`src/rtl/leaf_port_bank_if.sv`:
```
// Bundle of every stream, config and control signal between the leaf interface,
// the soft core and leaf_port_bank. The slave modport is the bank's view; the
// master modport is the view of whatever drives the bank (interface + core).
interface leaf_port_bank_if #(
    parameter int unsigned NUM_IN_PORTS  = 5,
    parameter int unsigned NUM_OUT_PORTS = 5,
    parameter int unsigned PAYLOAD_BITS  = 32,
    parameter int unsigned CFG_ADDR_BITS = 24
);
    logic                                    ap_start;
    // Interface-to-core streams
    logic [NUM_IN_PORTS*PAYLOAD_BITS-1:0]    in_data;
    logic [NUM_IN_PORTS-1:0]                 in_vld;
    logic [NUM_IN_PORTS-1:0]                 in_rdy;
    logic [NUM_IN_PORTS*PAYLOAD_BITS-1:0]    core_din;
    logic [NUM_IN_PORTS-1:0]                 core_val_in;
    logic [NUM_IN_PORTS-1:0]                 core_ready_upward;
    // Core-to-interface streams
    logic [NUM_OUT_PORTS*PAYLOAD_BITS-1:0]   core_dout;
    logic [NUM_OUT_PORTS-1:0]                core_val_out;
    logic [NUM_OUT_PORTS-1:0]                core_ready_downward;
    logic [NUM_OUT_PORTS*PAYLOAD_BITS-1:0]   out_data;
    logic [NUM_OUT_PORTS-1:0]                out_vld;
    logic [NUM_OUT_PORTS-1:0]                out_ack;
    // Byte-wide config writes in, word-wide instruction memory writes out
    logic [CFG_ADDR_BITS-1:0]                cfg_addr;
    logic [7:0]                              cfg_din;
    logic                                    cfg_wr_en;
    logic                                    imem_wr_en;
    logic [CFG_ADDR_BITS-3:0]                imem_addr;
    logic [31:0]                             imem_wdata;
    logic [3:0]                              imem_be;
    logic                                    cfg_err;
    logic                                    core_resetn;

    modport slave (
        input  ap_start, in_data, in_vld, core_ready_upward, core_dout, core_val_out, out_ack,
               cfg_addr, cfg_din, cfg_wr_en,
        output in_rdy, core_din, core_val_in, core_ready_downward, out_data, out_vld,
               imem_wr_en, imem_addr, imem_wdata, imem_be, cfg_err, core_resetn
    );

    modport master (
        output ap_start, in_data, in_vld, core_ready_upward, core_dout, core_val_out, out_ack,
               cfg_addr, cfg_din, cfg_wr_en,
        input  in_rdy, core_din, core_val_in, core_ready_downward, out_data, out_vld,
               imem_wr_en, imem_addr, imem_wdata, imem_be, cfg_err, core_resetn
    );
endinterface

```
`src/rtl/leaf_port_bank.sv`:
```
// Port/config front end for a small soft core: one first-word-fall-through FIFO per
// stream channel in each direction, a byte-to-word packer for instruction-config
// writes, and the core's registered active-low reset sequencing.
module leaf_port_bank #(
    parameter int unsigned NUM_IN_PORTS    = 5,
    parameter int unsigned NUM_OUT_PORTS   = 5,
    parameter int unsigned PAYLOAD_BITS    = 32,
    parameter int unsigned FIFO_DEPTH_BITS = 2,
    parameter int unsigned CFG_ADDR_BITS   = 24
) (
    input logic            clk,
    input logic            resetn,
    leaf_port_bank_if.slave bus
);
    localparam int unsigned NumCh    = NUM_IN_PORTS + NUM_OUT_PORTS;
    localparam int unsigned Depth    = 1 << FIFO_DEPTH_BITS;
    localparam int unsigned WordBits = CFG_ADDR_BITS - 2;
    localparam logic [FIFO_DEPTH_BITS:0] DepthCnt = {1'b1, {FIFO_DEPTH_BITS{1'b0}}};

    // Channel array: input streams occupy 0..NUM_IN_PORTS-1, output streams follow.
    logic [PAYLOAD_BITS-1:0] ch_wdata [NumCh];
    logic [PAYLOAD_BITS-1:0] ch_rdata [NumCh];
    logic [NumCh-1:0]        ch_wvld;
    logic [NumCh-1:0]        ch_wrdy;
    logic [NumCh-1:0]        ch_rvld;
    logic [NumCh-1:0]        ch_rrdy;

    for (genvar i = 0; i < NUM_IN_PORTS; i++) begin : g_in_map
        assign ch_wdata[i]                                 = bus.in_data[i*PAYLOAD_BITS +: PAYLOAD_BITS];
        assign ch_wvld[i]                                  = bus.in_vld[i];
        assign ch_rrdy[i]                                  = bus.core_ready_upward[i];
        assign bus.in_rdy[i]                               = ch_wrdy[i];
        assign bus.core_din[i*PAYLOAD_BITS +: PAYLOAD_BITS] = ch_rdata[i];
        assign bus.core_val_in[i]                          = ch_rvld[i];
    end

    for (genvar j = 0; j < NUM_OUT_PORTS; j++) begin : g_out_map
        assign ch_wdata[NUM_IN_PORTS+j]                    = bus.core_dout[j*PAYLOAD_BITS +: PAYLOAD_BITS];
        assign ch_wvld[NUM_IN_PORTS+j]                     = bus.core_val_out[j];
        assign ch_rrdy[NUM_IN_PORTS+j]                     = bus.out_ack[j];
        assign bus.core_ready_downward[j]                  = ch_wrdy[NUM_IN_PORTS+j];
        assign bus.out_data[j*PAYLOAD_BITS +: PAYLOAD_BITS] = ch_rdata[NUM_IN_PORTS+j];
        assign bus.out_vld[j]                              = ch_rvld[NUM_IN_PORTS+j];
    end

    for (genvar c = 0; c < NumCh; c++) begin : g_fifo
        logic [PAYLOAD_BITS-1:0]    mem_q [Depth];
        logic [FIFO_DEPTH_BITS-1:0] wr_ptr_q;
        logic [FIFO_DEPTH_BITS-1:0] rd_ptr_q;
        logic [FIFO_DEPTH_BITS:0]   cnt_q;
        logic                       push;
        logic                       pop;

        // Ready comes only from the registered count, so a full FIFO refuses a push
        // even when it is popped in the same cycle.
        assign ch_wrdy[c]  = (cnt_q != DepthCnt);
        assign ch_rvld[c]  = (cnt_q != '0);
        assign ch_rdata[c] = mem_q[rd_ptr_q];
        assign push        = ch_wvld[c] & ch_wrdy[c];
        assign pop         = ch_rvld[c] & ch_rrdy[c];

        // Storage, pointers and occupancy; memory is cleared so heads read 0 after reset.
        always_ff @(posedge clk) begin
            if (!resetn) begin
                mem_q    <= '{default: '0};
                wr_ptr_q <= '0;
                rd_ptr_q <= '0;
                cnt_q    <= '0;
            end else begin
                if (push) begin
                    mem_q[wr_ptr_q] <= ch_wdata[c];
                    wr_ptr_q        <= wr_ptr_q + 1'b1;
                end
                if (pop) begin
                    rd_ptr_q <= rd_ptr_q + 1'b1;
                end
                if (push && !pop) begin
                    cnt_q <= cnt_q + 1'b1;
                end else if (!push && pop) begin
                    cnt_q <= cnt_q - 1'b1;
                end
            end
        end
    end

    // Config packer state
    logic                buf_valid_q, buf_valid_d;
    logic [WordBits-1:0] buf_word_q, buf_word_d;
    logic [31:0]         buf_data_q, buf_data_d;
    logic [3:0]          buf_mask_q, buf_mask_d;
    logic                flush_pend_q, flush_pend_d;
    logic                ap_start_q;
    logic                cfg_err_q, cfg_err_d;
    logic                imem_wr_en_q, imem_wr_en_d;
    logic [WordBits-1:0] imem_addr_q, imem_addr_d;
    logic [31:0]         imem_wdata_q, imem_wdata_d;
    logic [3:0]          imem_be_q, imem_be_d;
    logic                core_resetn_q, core_resetn_d;

    logic [1:0]          cfg_lane;
    logic [WordBits-1:0] cfg_word;
    logic                flush_req;
    logic [31:0]         merge_data;
    logic [3:0]          merge_mask;
    logic [WordBits-1:0] merge_word;

    assign cfg_lane = bus.cfg_addr[1:0];
    assign cfg_word = bus.cfg_addr[CFG_ADDR_BITS-1:2];

    // Merge incoming bytes, emit full or flushed words, and gate the core reset.
    always_comb begin
        buf_valid_d   = buf_valid_q;
        buf_word_d    = buf_word_q;
        buf_data_d    = buf_data_q;
        buf_mask_d    = buf_mask_q;
        flush_pend_d  = 1'b0;
        cfg_err_d     = cfg_err_q;
        imem_wr_en_d  = 1'b0;
        imem_addr_d   = imem_addr_q;
        imem_wdata_d  = imem_wdata_q;
        imem_be_d     = imem_be_q;
        merge_data    = buf_data_q;
        merge_mask    = buf_mask_q;
        merge_word    = buf_word_q;
        // A flush requested on a write cycle waits until the port is quiet.
        flush_req     = (bus.ap_start & ~ap_start_q) | flush_pend_q;

        if (bus.cfg_wr_en) begin
            if (!buf_valid_q || (cfg_word != buf_word_q)) begin
                // Start a fresh word; a different word while one is open drops it.
                merge_data = '0;
                merge_mask = '0;
                merge_word = cfg_word;
                if (buf_valid_q) begin
                    cfg_err_d = 1'b1;
                end
            end
            merge_data[{cfg_lane, 3'b000} +: 8] = bus.cfg_din;
            merge_mask[cfg_lane]                = 1'b1;
            buf_data_d  = merge_data;
            buf_mask_d  = merge_mask;
            buf_word_d  = merge_word;
            buf_valid_d = 1'b1;
            if (cfg_lane == 2'd3) begin
                imem_wr_en_d = 1'b1;
                imem_addr_d  = merge_word;
                imem_wdata_d = merge_data;
                imem_be_d    = merge_mask;
                buf_valid_d  = 1'b0;
            end
            flush_pend_d = flush_req & buf_valid_d;
        end else if (flush_req && buf_valid_q) begin
            imem_wr_en_d = 1'b1;
            imem_addr_d  = buf_word_q;
            imem_wdata_d = buf_data_q;
            imem_be_d    = buf_mask_q;
            buf_valid_d  = 1'b0;
        end

        // Hold the core in reset while any config word is open or being written.
        core_resetn_d = bus.ap_start &
                        ~(buf_valid_q | buf_valid_d | flush_pend_d | imem_wr_en_d);
    end

    // Packer, config output and core reset registers.
    always_ff @(posedge clk) begin
        if (!resetn) begin
            buf_valid_q   <= 1'b0;
            buf_word_q    <= '0;
            buf_data_q    <= '0;
            buf_mask_q    <= '0;
            flush_pend_q  <= 1'b0;
            ap_start_q    <= 1'b0;
            cfg_err_q     <= 1'b0;
            imem_wr_en_q  <= 1'b0;
            imem_addr_q   <= '0;
            imem_wdata_q  <= '0;
            imem_be_q     <= '0;
            core_resetn_q <= 1'b0;
        end else begin
            buf_valid_q   <= buf_valid_d;
            buf_word_q    <= buf_word_d;
            buf_data_q    <= buf_data_d;
            buf_mask_q    <= buf_mask_d;
            flush_pend_q  <= flush_pend_d;
            ap_start_q    <= bus.ap_start;
            cfg_err_q     <= cfg_err_d;
            imem_wr_en_q  <= imem_wr_en_d;
            imem_addr_q   <= imem_addr_d;
            imem_wdata_q  <= imem_wdata_d;
            imem_be_q     <= imem_be_d;
            core_resetn_q <= core_resetn_d;
        end
    end

    assign bus.imem_wr_en  = imem_wr_en_q;
    assign bus.imem_addr   = imem_addr_q;
    assign bus.imem_wdata  = imem_wdata_q;
    assign bus.imem_be     = imem_be_q;
    assign bus.cfg_err     = cfg_err_q;
    assign bus.core_resetn = core_resetn_q;
endmodule

```
`src/flat_wrapper.sv`:
```
// flat-port wrapper written by rule: the top's interface ports become plain ports
module leaf_port_bank_flat 
#(
    parameter int unsigned NUM_IN_PORTS    = 5,
    parameter int unsigned NUM_OUT_PORTS   = 5,
    parameter int unsigned PAYLOAD_BITS    = 32,
    parameter int unsigned FIFO_DEPTH_BITS = 2,
    parameter int unsigned CFG_ADDR_BITS   = 24
)
  (clk, resetn, bus_ap_start, bus_in_data, bus_in_vld, bus_core_ready_upward, bus_core_dout, bus_core_val_out, bus_out_ack, bus_cfg_addr, bus_cfg_din, bus_cfg_wr_en, bus_in_rdy, bus_core_din, bus_core_val_in, bus_core_ready_downward, bus_out_data, bus_out_vld, bus_imem_wr_en, bus_imem_addr, bus_imem_wdata, bus_imem_be, bus_cfg_err, bus_core_resetn);
  leaf_port_bank_if #(.NUM_IN_PORTS(NUM_IN_PORTS), .NUM_OUT_PORTS(NUM_OUT_PORTS), .PAYLOAD_BITS(PAYLOAD_BITS), .CFG_ADDR_BITS(CFG_ADDR_BITS)) bus_i ();
  input logic clk;
  input logic resetn;
  input wire logic [$bits(bus_i.ap_start)-1:0] bus_ap_start;
  input wire logic [$bits(bus_i.in_data)-1:0] bus_in_data;
  input wire logic [$bits(bus_i.in_vld)-1:0] bus_in_vld;
  input wire logic [$bits(bus_i.core_ready_upward)-1:0] bus_core_ready_upward;
  input wire logic [$bits(bus_i.core_dout)-1:0] bus_core_dout;
  input wire logic [$bits(bus_i.core_val_out)-1:0] bus_core_val_out;
  input wire logic [$bits(bus_i.out_ack)-1:0] bus_out_ack;
  input wire logic [$bits(bus_i.cfg_addr)-1:0] bus_cfg_addr;
  input wire logic [$bits(bus_i.cfg_din)-1:0] bus_cfg_din;
  input wire logic [$bits(bus_i.cfg_wr_en)-1:0] bus_cfg_wr_en;
  output wire logic [$bits(bus_i.in_rdy)-1:0] bus_in_rdy;
  output wire logic [$bits(bus_i.core_din)-1:0] bus_core_din;
  output wire logic [$bits(bus_i.core_val_in)-1:0] bus_core_val_in;
  output wire logic [$bits(bus_i.core_ready_downward)-1:0] bus_core_ready_downward;
  output wire logic [$bits(bus_i.out_data)-1:0] bus_out_data;
  output wire logic [$bits(bus_i.out_vld)-1:0] bus_out_vld;
  output wire logic [$bits(bus_i.imem_wr_en)-1:0] bus_imem_wr_en;
  output wire logic [$bits(bus_i.imem_addr)-1:0] bus_imem_addr;
  output wire logic [$bits(bus_i.imem_wdata)-1:0] bus_imem_wdata;
  output wire logic [$bits(bus_i.imem_be)-1:0] bus_imem_be;
  output wire logic [$bits(bus_i.cfg_err)-1:0] bus_cfg_err;
  output wire logic [$bits(bus_i.core_resetn)-1:0] bus_core_resetn;
  assign bus_i.ap_start = bus_ap_start;
  assign bus_i.in_data = bus_in_data;
  assign bus_i.in_vld = bus_in_vld;
  assign bus_i.core_ready_upward = bus_core_ready_upward;
  assign bus_i.core_dout = bus_core_dout;
  assign bus_i.core_val_out = bus_core_val_out;
  assign bus_i.out_ack = bus_out_ack;
  assign bus_i.cfg_addr = bus_cfg_addr;
  assign bus_i.cfg_din = bus_cfg_din;
  assign bus_i.cfg_wr_en = bus_cfg_wr_en;
  assign bus_in_rdy = bus_i.in_rdy;
  assign bus_core_din = bus_i.core_din;
  assign bus_core_val_in = bus_i.core_val_in;
  assign bus_core_ready_downward = bus_i.core_ready_downward;
  assign bus_out_data = bus_i.out_data;
  assign bus_out_vld = bus_i.out_vld;
  assign bus_imem_wr_en = bus_i.imem_wr_en;
  assign bus_imem_addr = bus_i.imem_addr;
  assign bus_imem_wdata = bus_i.imem_wdata;
  assign bus_imem_be = bus_i.imem_be;
  assign bus_cfg_err = bus_i.cfg_err;
  assign bus_core_resetn = bus_i.core_resetn;
  leaf_port_bank #(.NUM_IN_PORTS(NUM_IN_PORTS), .NUM_OUT_PORTS(NUM_OUT_PORTS), .PAYLOAD_BITS(PAYLOAD_BITS), .FIFO_DEPTH_BITS(FIFO_DEPTH_BITS), .CFG_ADDR_BITS(CFG_ADDR_BITS)) u_core (.clk(clk), .resetn(resetn), .bus(bus_i));
endmodule
```
`config.mk`:
```
export PLATFORM = sky130hd
export DESIGN_NAME = leaf_port_bank_flat
export DESIGN_NICKNAME = d
export VERILOG_FILES = /design/src/rtl/leaf_port_bank_if.sv /design/src/rtl/leaf_port_bank.sv /design/src/flat_wrapper.sv
export SDC_FILE = /design/constraint.sdc
export NUM_CORES = 2
export LEC_CHECK = 0
export ABC_AREA = 1
export ABC_CLOCK_PERIOD_IN_PS = 4030
export CORE_MARGIN = 5
export CORE_UTILIZATION = 39
export CTS_CLUSTER_DIAMETER = 100
export DETAILED_ROUTE_END_ITERATION = 6
export GPL_TIMING_DRIVEN = 0
export PLACE_DENSITY = 0.59
export RECOVER_POWER = 100
export SLEW_MARGIN = 20
export SYNTH_ARGS = -nofsm -noshare
export SYNTH_HDL_FRONTEND = slang
export SYNTH_SLANG_ARGS = --single-unit
```
`constraint.sdc`:
```
create_clock -name clk -period 4.03 [get_ports clk]
set_input_delay 0.806 -clock clk [delete_from_list [all_inputs] [get_ports clk]]
set_output_delay 0.806 -clock clk [all_outputs]
set_load 0.005 [all_outputs]
```
==> impl_results.md <==
- Power Density: 612 mW/mm^2
- Total nets after synthesis: 9256
- CP endpoint kind: output port
- GR Overflow Total: 0
- Switch share: 0.363
- Main combinational cell family by area after synthesis: simple AND/OR/NAND/NOR gates
- Ratio of cells with drive above 1 in the final layout: 0.0652
- Die Area: 0.172 mm^2
- Startpoint class of the critical path: register
- Clock power frac: 0.322
- Setup violators final: 0
- DRC Markers: 0
- LEAKAGE: 0.0290 uW
- Total GRT Usage: 0.287
- Synth Area in Adders: 0.0145
- Routed Antenna Nets: 0
- Final Instance Count excl. Fillers: 12100
- Largest net degree at the start of global routing: 17
- Fin. max-slew vios: 0
- Skew-Pair Late Insertion Delay: 830 ps
- Wire per inst: 21.6 um
- Final WS setup: 90.9 ps
- Multi-input logic area: 0.0298 mm^2
- Mux contribution to synthesized area: 0.000782
- Primary FF master, synth: dfxtp_1
- Vias per cell: 5.56
- First-pass GRT wire length: 390000 um
- Peak Freq: 254 MHz
- DP Wirelength: 192000 um
- Post-layout min period: 3940 ps
- Yosys top cell by area: dfxtp_1
- DRT iter0 DRCs: 6775
- Vias: 67500
- Slew headroom: 0.00995
- Slew of the pin with the lowest slew margin: 1490 ps
- Initial antenna violation count: 74
- Internal: 31300 uW
- CP most frequent cell: clkbuf_1
- CTS tree: built
- VDD IR max: 442 uV
- Die Span X: 415 um
- Asr flop ratio synth: 0
- Max-Cap Viols: 0
- Gpl congestion: 0.928
- Yosys cell types: 32
- Sequential power share: 0.337
- Number of synthesized flops with an enable pin: 0
- DIE HEIGHT: 415 um
- Post-Synth XOR/XNOR Area: 0.000274
- Pre-CTS WS: 450 ps
- Top cells by area, synth: dfxtp_1, a21oi_1, nand3_1, nand2_1, o21ai_0
- Clock buffer count from CTS: 167
- Crit path buf inv count: 3
- Seq/Total Area, Yosys: 0.461
- Outcome: finished clean
- YS warnings: 0
- H-tree Lvls: 4
- Sink Count: 1472
- Crit path required time: 3220 ps
- I/O pin count: 777
- Mapped cell area: 0.0640 mm^2
- Family with the most delay on the worst path: buffers and inverters
- Max stage delay cell, worst path: clkdlybuf4s50_1
- Clock root cell: clkbuf_16
- First-pass DRT Iterations: 6
- Mapped Cells: 8812
- CP max stage delay: 620 ps
- Final WL: 261000 um
- Core area: 0.163 mm^2
- Yosys top cell area share: 0.461
- Net Switching: 17800 uW
- Fin crit share: 0.977
- Compound-Gate Fraction of Synth Area: 0.204
- Clk_skew: 26.3 ps
- FF+latch area: 0.0295 mm^2
- Syn Area/Cell: 7.26 um^2
- Placed instance count: 11800
- CP Class: register to output port
- CP Cell Sequence: clkbuf_1 > clkbuf_1 > nor2_1 > o22ai_1 > clkdlybuf4s50_1
- WP data arrival: 3130 ps
- Hold-fix buffers, CTS: 0
- Crit-path max FO: 10
- Port buffer count: 775
- Clock-pin slew on the worst setup and hold paths: 60 ps
- Comb pwr share: 0.341
- Number of fill cells: 16100
- RSZ-0062 raised after global routing: true
- Post-Synth Simple-Gate Area: 0.247
- Final Hold Fails: 0
- TNS Setup: 0 ps
- Hold Crit Class: primary input to register
- Area growth syn-to-layout: 25.5%
- Starting Density: 0.393
- CTS Buffer Depth: 3
- FF+latch count, synth: 1472
- FP Rows: 148
- Postcts setup bufs: 0
- Net count reported at finish: 10200
- Vias in the first global route: 64000
[logic make-up (layout without fill, tap and decap cells)]
kind of cell,after synthesis,in the layout
mux,5,5
fa+ha+maj,68,68
other cells,0,56
flops,1472,1472
xor+xnor,2,2
compound gates,2520,2520
buf+inv,1021,2101
simple gates,3724,3724
[worst paths after layout]
check / startpoint / end / slack (ps) / cells past startpoint
min reg2reg: u_core.g_fifo[0].mem_q[52] / u_core.g_fifo[0].mem_q[52] / 460 / 2
min: bus_cfg_wr_en / u_core.buf_mask_q[3] / 420 / 3
max reg2reg: u_core.g_fifo[3].cnt_q[0] / u_core.g_fifo[3].cnt_q[2] / 1180 / 13
max: u_core.g_fifo[4].rd_ptr_q[0] / bus_core_din[150] / 90 / 5
[worst min-delay path: cells and delay by family]
kind | cells | cell delay (ps)
and+or+nand+nor | 1 | 140
AOI/OAI and AO/OA | 1 | 80
buffers and inverters | 1 | 160
[routing by layer]
layer / track usage / routed length, um / up-vias
met5: 0 / 125 / -
met4: 0.211 / 20500 / 18
met3: 0.0552 / 19000 / 685
met2: 0.448 / 117000 / 2962
met1: 0.353 / 105000 / 31800
li1: - / - / 32000
[power groups by stage]
stage / combinational, uW / sequential [uW] / clock [uW]
global route: 18100 / 16700 / 16700
CTS: 17100 / 16500 / 16000
floorplan: 8610 / 16700 / 0
global placement: 16900 / 16800 / 0
finish: 16800 / 16600 / 15800
detailed placement: 17000 / 16800 / 0
[repair_timing]
item,4_1_cts,5_1_grt
resized for setup,4,58
setup endpoints to repair,11,77
pin swaps,0,0
[Yosys cell counts (4+ instances only)]
cell type	count
nand3_1	1313
o22ai_1	320
ha_1	58
buf_2	194
o21ai_0	760
nand4_1	34
buf_4	135
inv_1	187
buf_1	94
a21oi_1	1415
buf_6	9
nor2_1	817
mux2i_1	5
fa_1	10
nand2_1	1535
a21oi_2	12
nor3_1	13
inv_2	13
nand2_2	5
a31oi_1	4
dfxtp_1	1472
clkbuf_1	389
o21ai_1	7
[final cells by class]
| class | count | share of cell area |
|---|---|---|
| Timing Repair Buffer | 777 | 0.0968 |
| Buffer | 821 | 0.0487 |
| Multi-Input combinational cell | 6319 | 0.372 |
| Inverter | 200 | 0.00935 |
| Clock buffer | 248 | 0.0609 |
| Antenna cell | 56 | 0.00175 |
| Clock inverter | 55 | 0.00965 |
| Sequential cell | 1472 | 0.367 |
| Tap cell | 2175 | 0.0339 |
[through the flow]
stage	cell area, um^2	power, uW	hold WS [ps]	util
after global placement	74400	33700	444	0.457
after global routing	80200	51400	428	0.492
after floorplan	64000	25300	437	-
after CTS	80100	49700	374	0.492
after detailed placement	74500	33900	449	0.457
final	80200	49100	424	0.492
[registers in the layout, indices dropped and copies added, names as in the netlist]
signal	cells
u_core.bus.imem_wr_en	1
u_core.buf_word_q	22
u_core.g_fifo.rd_ptr_q	20
u_core.buf_mask_q	4
u_core.bus.core_resetn	1
u_core.g_fifo.cnt_q	30
u_core.g_fifo.wr_ptr_q	20
u_core.buf_valid_q	1
u_core.buf_data_q	32
u_core.bus.imem_wdata	32
u_core.g_fifo.mem_q	1280
u_core.bus.imem_be	4
u_core.bus.cfg_err	1
u_core.flush_pend_q	1
u_core.bus.imem_addr	22
u_core.ap_start_q	1
[cells in the final DEF (no fill, tap or decap), types with 11 or more instances in the layout]
master,synthesis,final
clkbuf_16,0,167
nand3_1,1313,1313
dlygate4sd3_1,0,290
clkinv_2,0,22
inv_1,187,190
nor3_1,13,13
bufinv_16,0,14
clkbuf_1,389,434
a21oi_2,12,11
clkdlybuf4s50_1,0,485
buf_2,194,171
nor2_1,817,818
nand2_1,1535,1536
clkbuf_2,0,41
clkbuf_8,0,40
ha_1,58,58
buf_1,94,77
inv_6,0,11
dfxtp_1,1472,1472
nand4_1,34,34
o22ai_1,320,320
buf_4,135,132
o21ai_0,760,760
a21oi_1,1415,1416
diode_2,0,56
Power figures use the tool's default switching activity.
